File: src/rtl/ballot_booth_controller.sv
// Purpose : booth front-end; turns officer AUTH and three raw candidate buttons into
//           the ENABLE / VOTE_IN strobe pair, one accepted vote per authorisation.
// Latency : raw button high to ENABLE/VOTE_IN = 2 sync + STABLE_CYCLES debounce + 1 FSM edge.
// Backpres: none; a held button parks the FSM in RELEASE until all buttons are let go.
// Ports   : CLK, RESET (async active-low); AUTH, BTN_A/B/C raw inputs;
//           ENABLE, VOTE_IN[1:0], READY, MULTI_ERR, TIMEOUT_ERR pulses,
//           voters_served[7:0] saturating count, state[2:0] debug view.
module ballot_booth_controller #(
  parameter int STABLE_CYCLES  = 3,
  parameter int TIMEOUT_CYCLES = 50
) (
  input  logic       CLK,
  input  logic       RESET,
  input  logic       AUTH,
  input  logic       BTN_A,
  input  logic       BTN_B,
  input  logic       BTN_C,
  output logic       ENABLE,
  output logic [1:0] VOTE_IN,
  output logic       READY,
  output logic       MULTI_ERR,
  output logic       TIMEOUT_ERR,
  output logic [7:0] voters_served,
  output logic [2:0] state
);

  localparam int CW = $clog2(STABLE_CYCLES + 1);
  localparam int TW = $clog2(TIMEOUT_CYCLES);

  typedef enum logic [2:0] {
    IDLE    = 3'b000,
    ARMED   = 3'b001,
    CAST    = 3'b010,
    HOLD    = 3'b011,
    RELEASE = 3'b100,
    TOUT    = 3'b101
  } state_t;

  state_t          cur_state;
  logic [3:0]      sync1;      // {AUTH, C, B, A}
  logic [3:0]      sync2;
  logic            auth_d;
  logic [TW-1:0]   timer;
  logic [CW-1:0]   cnt [3];
  logic [2:0]      db;         // {C, B, A} debounced
  logic            auth_rise;
  logic            multi;
  logic            one;
  logic [1:0]      code;

  assign state = cur_state;

  // Two-flop synchronisers plus the delayed AUTH copy used for edge detection.
  always_ff @(posedge CLK or negedge RESET) begin
    if (!RESET) begin
      sync1  <= '0;
      sync2  <= '0;
      auth_d <= 1'b0;
    end else begin
      sync1  <= {AUTH, BTN_C, BTN_B, BTN_A};
      sync2  <= sync1;
      auth_d <= sync2[3];
    end
  end

  assign auth_rise = sync2[3] & ~auth_d;

  // Per-button run-length counters; any low sample restarts the count, so pulses
  // shorter than STABLE_CYCLES synchronised cycles never reach the FSM.
  for (genvar i = 0; i < 3; i++) begin : g_deb
    always_ff @(posedge CLK or negedge RESET) begin
      if (!RESET) begin
        cnt[i] <= '0;
      end else if (!sync2[i]) begin
        cnt[i] <= '0;
      end else if (cnt[i] != CW'(STABLE_CYCLES)) begin
        cnt[i] <= cnt[i] + 1'b1;
      end
    end
    assign db[i] = (cnt[i] == CW'(STABLE_CYCLES));
  end

  assign multi = (db[0] & db[1]) | (db[0] & db[2]) | (db[1] & db[2]);
  assign one   = (|db) & ~multi;
  assign code  = db[0] ? 2'b01 : (db[1] ? 2'b10 : 2'b11);

  // Outputs are assigned alongside the state they belong to, so each output is
  // valid in the same cycle its state becomes visible.
  always_ff @(posedge CLK or negedge RESET) begin
    if (!RESET) begin
      cur_state     <= IDLE;
      timer         <= '0;
      ENABLE        <= 1'b0;
      VOTE_IN       <= 2'b00;
      READY         <= 1'b0;
      MULTI_ERR     <= 1'b0;
      TIMEOUT_ERR   <= 1'b0;
      voters_served <= 8'd0;
    end else begin
      ENABLE      <= 1'b0;
      VOTE_IN     <= 2'b00;
      READY       <= 1'b0;
      MULTI_ERR   <= 1'b0;
      TIMEOUT_ERR <= 1'b0;
      case (cur_state)
        IDLE: begin
          if (auth_rise && db == 3'b000) begin
            cur_state <= ARMED;
            timer     <= '0;
            READY     <= 1'b1;
          end
        end
        ARMED: begin
          // A clean press wins over expiry on the same cycle.
          if (one) begin
            cur_state <= CAST;
            ENABLE    <= 1'b1;
            VOTE_IN   <= code;
            if (voters_served != 8'hFF) voters_served <= voters_served + 8'd1;
          end else if (multi) begin
            cur_state <= RELEASE;
            MULTI_ERR <= 1'b1;
          end else if (timer == TW'(TIMEOUT_CYCLES - 1)) begin
            cur_state   <= TOUT;
            TIMEOUT_ERR <= 1'b1;
          end else begin
            timer <= timer + 1'b1;
            READY <= 1'b1;
          end
        end
        CAST: begin
          cur_state <= HOLD;
          ENABLE    <= 1'b1;
        end
        HOLD: begin
          cur_state <= RELEASE;
        end
        RELEASE: begin
          // Wait for every button to be released so a held press cannot vote twice.
          if (db == 3'b000) cur_state <= IDLE;
        end
        TOUT: begin
          cur_state <= IDLE;
        end
        default: begin
          cur_state <= IDLE;
        end
      endcase
    end
  end

endmodule

File: config.mk
export PLATFORM = sky130hd
export DESIGN_NAME = ballot_booth_controller
export DESIGN_NICKNAME = d
export VERILOG_FILES = /design/src/rtl/ballot_booth_controller.sv
export SDC_FILE = /design/constraint.sdc
export NUM_CORES = 1
export LEC_CHECK = 0
export CAP_MARGIN = 20
export CORE_ASPECT_RATIO = 0.5
export CORE_MARGIN = 2
export CORE_UTILIZATION = 49
export CTS_CLUSTER_SIZE = 16
export DETAILED_ROUTE_END_ITERATION = 8
export PLACE_DENSITY = 0.73
export SETUP_SLACK_MARGIN = 0.02
export SLEW_MARGIN = 20
export SYNTH_ARGS = -nofsm -noshare
export SYNTH_HDL_FRONTEND = slang
export SYNTH_SLANG_ARGS = --single-unit
File: constraint.sdc
create_clock -name CLK -period 1.9 [get_ports CLK]
set_clock_uncertainty 0.05 [all_clocks]
set_input_delay 0.38 -clock CLK [delete_from_list [all_inputs] [get_ports CLK]]
set_output_delay 0.38 -clock CLK [all_outputs]
set_load 0.1 [all_outputs]
==> results of run 1 <==
-- kinds of logic (layout without fill, tap and decap cells) --
logic type	after synthesis	count (layout)
simple gates	59	59
flops	38	38
compound gates	16	16
buf+inv	10	54
mux	8	8
fa+ha+maj	7	7
xor+xnor	7	7
-- layer usage --
layer / vias up / track usage (%)
li1: 596 / -
met1: 585 / 22.3
met2: 27 / 30.1
met3: 3 / 5.56
met4: 0 / 7.76
met5: - / 0
-- area by class of cell --
type / instances / share of cell area (%)
multi-input cells: 97 / 32.5
repair buffers: 40 / 20.9
flip-flops and latches: 38 / 38.8
clock inverters: 3 / 1.60
clock buffers: 5 / 2.75
well taps: 51 / 2.55
inverters: 6 / 0.900
-- power by group through the flow --
stage | Combinational (mW) | Clock (mW) | Sequential (mW)
floorplan | 0.669 | 0 | 1.85
global placement | 1.97 | 0 | 1.20
detailed placement | 2.00 | 0 | 1.20
CTS | 2.01 | 0.688 | 1.19
global route | 2.25 | 0.718 | 1.22
finish | 2.12 | 0.670 | 1.20
-- synthesized netlist by cell type (2+ instances only) --
library cell | count | area, µm²
inv_1 | 6 | 22.5
nand2_1 | 8 | 30.0
nor3_2 | 4 | 40.0
and3_1 | 2 | 12.5
and2_1 | 4 | 25.0
nor4_2 | 3 | 37.5
nor3_1 | 4 | 20.0
dfrtp_1 | 38 | 951
nand4_1 | 2 | 12.5
xor2_1 | 3 | 26.3
a21oi_1 | 4 | 20.0
nor3b_1 | 4 | 30.0
mux2_1 | 4 | 45.0
nor2_1 | 8 | 30.0
nand3_1 | 5 | 25.0
buf_6 | 3 | 33.8
ha_1 | 7 | 87.6
mux2i_1 | 3 | 30.0
or3_1 | 2 | 12.5
xnor2_1 | 4 | 35.0
nor2b_1 | 4 | 25.0
a211o_1 | 3 | 26.3
-- final timing paths --
kind,startpoint,endpoint,slack [ns],depth (start not counted)
max,cnt[4],timer[3],0.08,5
max in group asynchronous,RESET,voters_served[1],0.79,3
min,sync1[3],sync2[3],0.30,0
max reg2reg,cnt[4],timer[3],0.08,5
min in group asynchronous,RESET,sync1[1],0.37,2
min reg2reg,sync1[3],sync2[3],0.30,0
-- repair_timing --
action,4_1_cts,5_1_grt
gates resized for setup,2,5
pin swaps,0,4
buffers inserted,0,5
hold buffers,1,0
hold endpoints to repair,1,0
endpoints found under the setup margin,2,10
-- critical path, cell delays in order (launching register included) --
cell and delay [ns]:
dfrtp_1 0.39, ha_2 0.23, or3_4 0.39, a311o_2 0.39
nor3_2 0.18, a211o_1 0.13
-- sequential cells by signal (all words and copies together), names as in the netlist --
register	count
sync1	4
cnt	6
VOTE_IN	2
ENABLE	1
timer	6
MULTI_ERR	1
state	3
voters_served	8
sync2	4
auth_d	1
TIMEOUT_ERR	1
READY	1
-- stage by stage --
step	area, µm²	hold WS, ns	util [%]
after floorplan	1820	0.0344	-
after global placement	2310	0.111	67.0
after detailed placement	2310	0.113	67.0
after CTS	2440	0.302	70.5
after global routing	2500	0.323	72.5
final	2500	0.301	72.5
==> results.yml, run 1 <==
finish:
  mostFrequentLayoutCells: "dfrtp_1, buf_12, buf_4"
  syn_to_final_growth_pct: 40.5
  nets: 201
  multi_input_area_um2: 812
  final_common_cell: "dfrtp_1"
  seqCellArea_um2: 972
  final_cells: 240
  fill_cells: 251
  antennaDiodeCount: 0
  drive_gt1_share_pct: 40.7
place:
  dpl_worst_slack_ns: 0.0131
  dp_hpwl_um: 2190
  port_buffers: 22
  dp.cells: 226
  gp_congestion: 0.770
logic_synthesis:
  ys_seq_area_share_pct: 53.4
  synth_mux_area_share_pct: 5.48
  synth_cell_types: 42
  ys.flop_type: "dfrtp_1"
  syn-num-nets: 158
  synth-edff-count: 0
  synth_area_mm2: 0.00178
  yosysWarningCount: 0
  synth-xor-area-share_pct: 3.44
  synth-compound-area-share_pct: 6.96
  synth-adder-area-share_pct: 4.92
  synthCells: 145
  synth_top_family_by_area: "simple AND/OR/NAND/NOR gates"
  synth-seq-cells: 38
  synthArstFlopShare_pct: 100
  synth-simple-area-share_pct: 22.3
  syn_area_per_cell_um2: 12.3
grt:
  grt_pass1_vias: 1208
  grtUsageTotal_pct: 18.1
  grt_pass1_wl_um: 5440
  grt_max_degree: 38
  grt-ovfl-total: 0
  antenna_found_initial: 0
detailed_routing:
  wl_met2_um: 1630
  wl_per_cell_um: 13.5
  route.top_layer_used: "met4"
  drtIter0Drc: 74
  postRouteWirelength_um: 3240
  met3_length_um: 146
  drt_pass1_iterations: 4
  via_per_inst: 5.05
  antenna_left: 0
  drc_errors: 0
  via_count: 1211
  wl_met1_um: 1440
min_path:
  hp-class: "reg2reg"
floorplan:
  core_mm2: 0.00345
  dieArea_mm2: 0.00416
  row_count: 15
  io_pins: 23
  die_y_um: 46.6
  chipWidth_um: 89.2
  initial_core_util_pct: 51.6
sta:
  slew_viol_final: 0
  fin_tns_setup_ns: 0
  post-route-period-util_pct: 95.9
  worstMarginPinSlew_ns: 0.465
  rsz0062_at_grt: "false"
  layout_setup_ws_ns: 0.0781
  setup_violations: 0
  max_slew_margin_pct: 68.9
  hold_viol: 0
  fmax_mhz: 549
  period_needed_ns: 1.82
worst_setup_path:
  cp-end-kind: "flip-flop"
  start_kind: "flip-flop"
  worstPathArrival_ns: 2.00
  required_ns: 2.08
  critPathMaxFanout: 6
  crit_type: "reg2reg"
clocking:
  clock_sinks: 38
  htree_num_levels: 2
  clk_pin_slew_ns: 0.07
  cts_max_path_buffers: 2
  cts_root_buffer: "clkbuf_8"
  clock_latency_ns: 0.29
  numCtsBuffers: 5
  cts_tree: "built"
pwr:
  seqPwrFrac_pct: 30.0
  ir_worst_vdd_v: 0.000843
  leakagePower_nw: 1.08
  combPwrFrac_pct: 53.1
  p_clk_share_pct: 16.8
  cellPowerDensity_mw_per_mm2: 1590
  p_switching_mw: 1.75
  p_int_mw: 2.23
  p_sw_share_pct: 43.9
  power.total_mw: 3.98
outcome:
  status: "finished, final reports clean"
job:
  cap_violations: 0
Note: power is estimated with default switching activity, not from simulation.
==> inputs of run 2 (changes only) <==
--- a/config.mk
+++ b/config.mk
@@ -8,10 +8,11 @@
 export CAP_MARGIN = 20
 export CORE_ASPECT_RATIO = 0.5
 export CORE_MARGIN = 2
-export CORE_UTILIZATION = 49
+export CORE_UTILIZATION = 37
 export CTS_CLUSTER_SIZE = 16
 export DETAILED_ROUTE_END_ITERATION = 8
-export PLACE_DENSITY = 0.73
+export GPL_ROUTABILITY_DRIVEN = 0
+export PLACE_DENSITY = 0.57
 export SETUP_SLACK_MARGIN = 0.02
 export SLEW_MARGIN = 20
 export SYNTH_ARGS = -nofsm -noshare
==> constraint.sdc (replaced) <==
create_clock -name CLK -period 1.9 [get_ports CLK]
set_clock_uncertainty 0.05 [all_clocks]
set_input_delay 0.57 -clock CLK [delete_from_list [all_inputs] [get_ports CLK]]
set_output_delay 0.57 -clock CLK [all_outputs]
set_load 0.1 [all_outputs]
==> run 2 against run 1 <==
First-iteration DRC count is 38% lower. Cell count is 5.4% higher. Maximum frequency is 0.51% lower. Sequential power hardly changed. Die area is 30% higher.
==> results.yml, run 2 (synthesized netlist as in run 1, its figures left out) <==
min_path:
  hp-class: "in2async"
sta:
  layout_setup_ws_ns: 0.0688
  fmax_mhz: 546
  timing.hold.ws_ns: 0.144
  slew_viol_final: 0
  post-route-period-util_pct: 96.4
  max_slew_margin_pct: 70.3
  worstMarginPinSlew_ns: 0.444
  hold_viol: 0
  fin_tns_setup_ns: 0
  setup_violations: 0
  rsz0062_at_grt: "true"
  period_needed_ns: 1.83
clocking:
  htree_num_levels: 2
  ctsHoldBuffers: 0
  cts_root_buffer: "clkbuf_8"
  numCtsBuffers: 5
  clk_pin_slew_ns: 0.08
  clock_latency_ns: 0.29
  cts_max_path_buffers: 2
  clock_sinks: 38
  cts_tree: "built"
floorplan:
  row_count: 17
  dieArea_mm2: 0.00542
  die_y_um: 53.1
  initial_core_util_pct: 39.5
  io_pins: 23
  chipWidth_um: 102
  core_mm2: 0.00451
worst_setup_path:
  path_buf_inv: 0
  cp-end-kind: "flip-flop"
  crit_type: "reg2reg"
  required_ns: 2.08
  crit_family: "simple AND/OR/NAND/NOR gates"
  critPathMaxFanout: 6
  crit_path_top_delay_cell: "dfrtp_1"
  critPathMaxStageDelay_ns: 0.41
  start_kind: "flip-flop"
  worstPathArrival_ns: 2.01
  crit_chain: "ha_2, or3_4, a311o_2, nor3_2, a211o_1"
finish:
  final_core_util_pct: 55.9
  regMostFlops: "voters_served"
  largest_register_ffs: 8
  mostFrequentLayoutCells: "dfrtp_1, buf_12, buf_4"
  final_cells: 253
  nets: 199
  drive_gt1_share_pct: 40.1
  syn_to_final_growth_pct: 41.6
  reg.largest.list: "voters_served (8), cnt (6), timer (6)"
  final_common_cell: "dfrtp_1"
  antennaDiodeCount: 0
place:
  dpl_worst_slack_ns: -0.00136
  dp_hpwl_um: 2290
  dp.cells: 241
  port_buffers: 22
grt:
  grt-ovfl-total: 0
  grt_pass1_wl_um: 5510
  grt_pass1_vias: 1207
  grtUsageTotal_pct: 13.7
  antenna_found_initial: 0
  grt_max_degree: 23
detailed_routing:
  postRouteWirelength_um: 3220
  route.top_layer_used: "met4"
  via_per_inst: 4.70
  antenna_left: 0
  drt_pass1_iterations: 4
  wl_met2_um: 1470
  drtIter0Drc: 46
  wl_per_cell_um: 12.7
  via_count: 1188
  drc_errors: 0
  met3_length_um: 120
  wl_met1_um: 1580
pwr:
  cellPowerDensity_mw_per_mm2: 1530
  leakagePower_nw: 1.07
  ir_worst_vdd_v: 0.000807
job:
  cap_violations: 0
outcome:
  status: "finished, final reports clean"
## run 2: final cells by class
cell class | count | area (µm²)
inverters | 6 | 22.5
multi-input cells | 97 | 815
clock buffers | 6 | 82.6
flip-flops and latches | 38 | 972
well taps | 66 | 82.6
clock inverters | 2 | 12.5
fillers | 410 | 1990
repair buffers | 38 | 534
## run 2: what timing repair did
| action | CTS | global route |
|---|---|---|
| pin swaps | 0 | 2 |
| gates resized for setup | 3 | 5 |
| buffers inserted | 0 | 4 |
| setup endpoints to repair | 4 | 7 |
| cloned | 0 | 0 |
| hold endpoints to repair | 0 | 0 |
## run 2: final timing paths
| check | from | endpoint | slack, ns | cells past startpoint |
|---|---|---|---|---|
| max in group asynchronous | RESET | voters_served[7] | 1.19 | 2 |
| hold reg to reg | sync1[1] | sync2[1] | 0.30 | 0 |
| setup / recovery | cnt[4] | timer[3] | 0.07 | 5 |
| min in group CLK | sync1[1] | sync2[1] | 0.30 | 0 |
| hold / removal | RESET | sync1[1] | 0.14 | 1 |
| setup reg to reg | cnt[4] | timer[3] | 0.07 | 5 |
## run 2: layer usage
metal  track usage (%)  vias up
li1                  -      599
met1              17.5      568
met2              21.7       16
met3              4.36        5
met4              5.33        0
met5                 0        -
## run 2: where the power goes
part | leakage (nW) | total [mW] | switching [mW] | internal (mW)
Sequential | 0.473 | 1.19 | 0.181 | 1.01
Combinational | 0.548 | 2.08 | 1.26 | 0.814
Clock | 0.0472 | 0.584 | 0.292 | 0.292
Total | 1.07 | 3.85 | 1.74 | 2.11
## run 2: metrics by stage
stage | power, mW | area (µm²)
2_1_floorplan | 2.52 | 1820
3_3_place_gp | 3.18 | 2340
3_5_place_dp | 3.20 | 2340
4_1_cts | 3.80 | 2450
5_1_grt | 4.07 | 2520
6_report | 3.85 | 2520
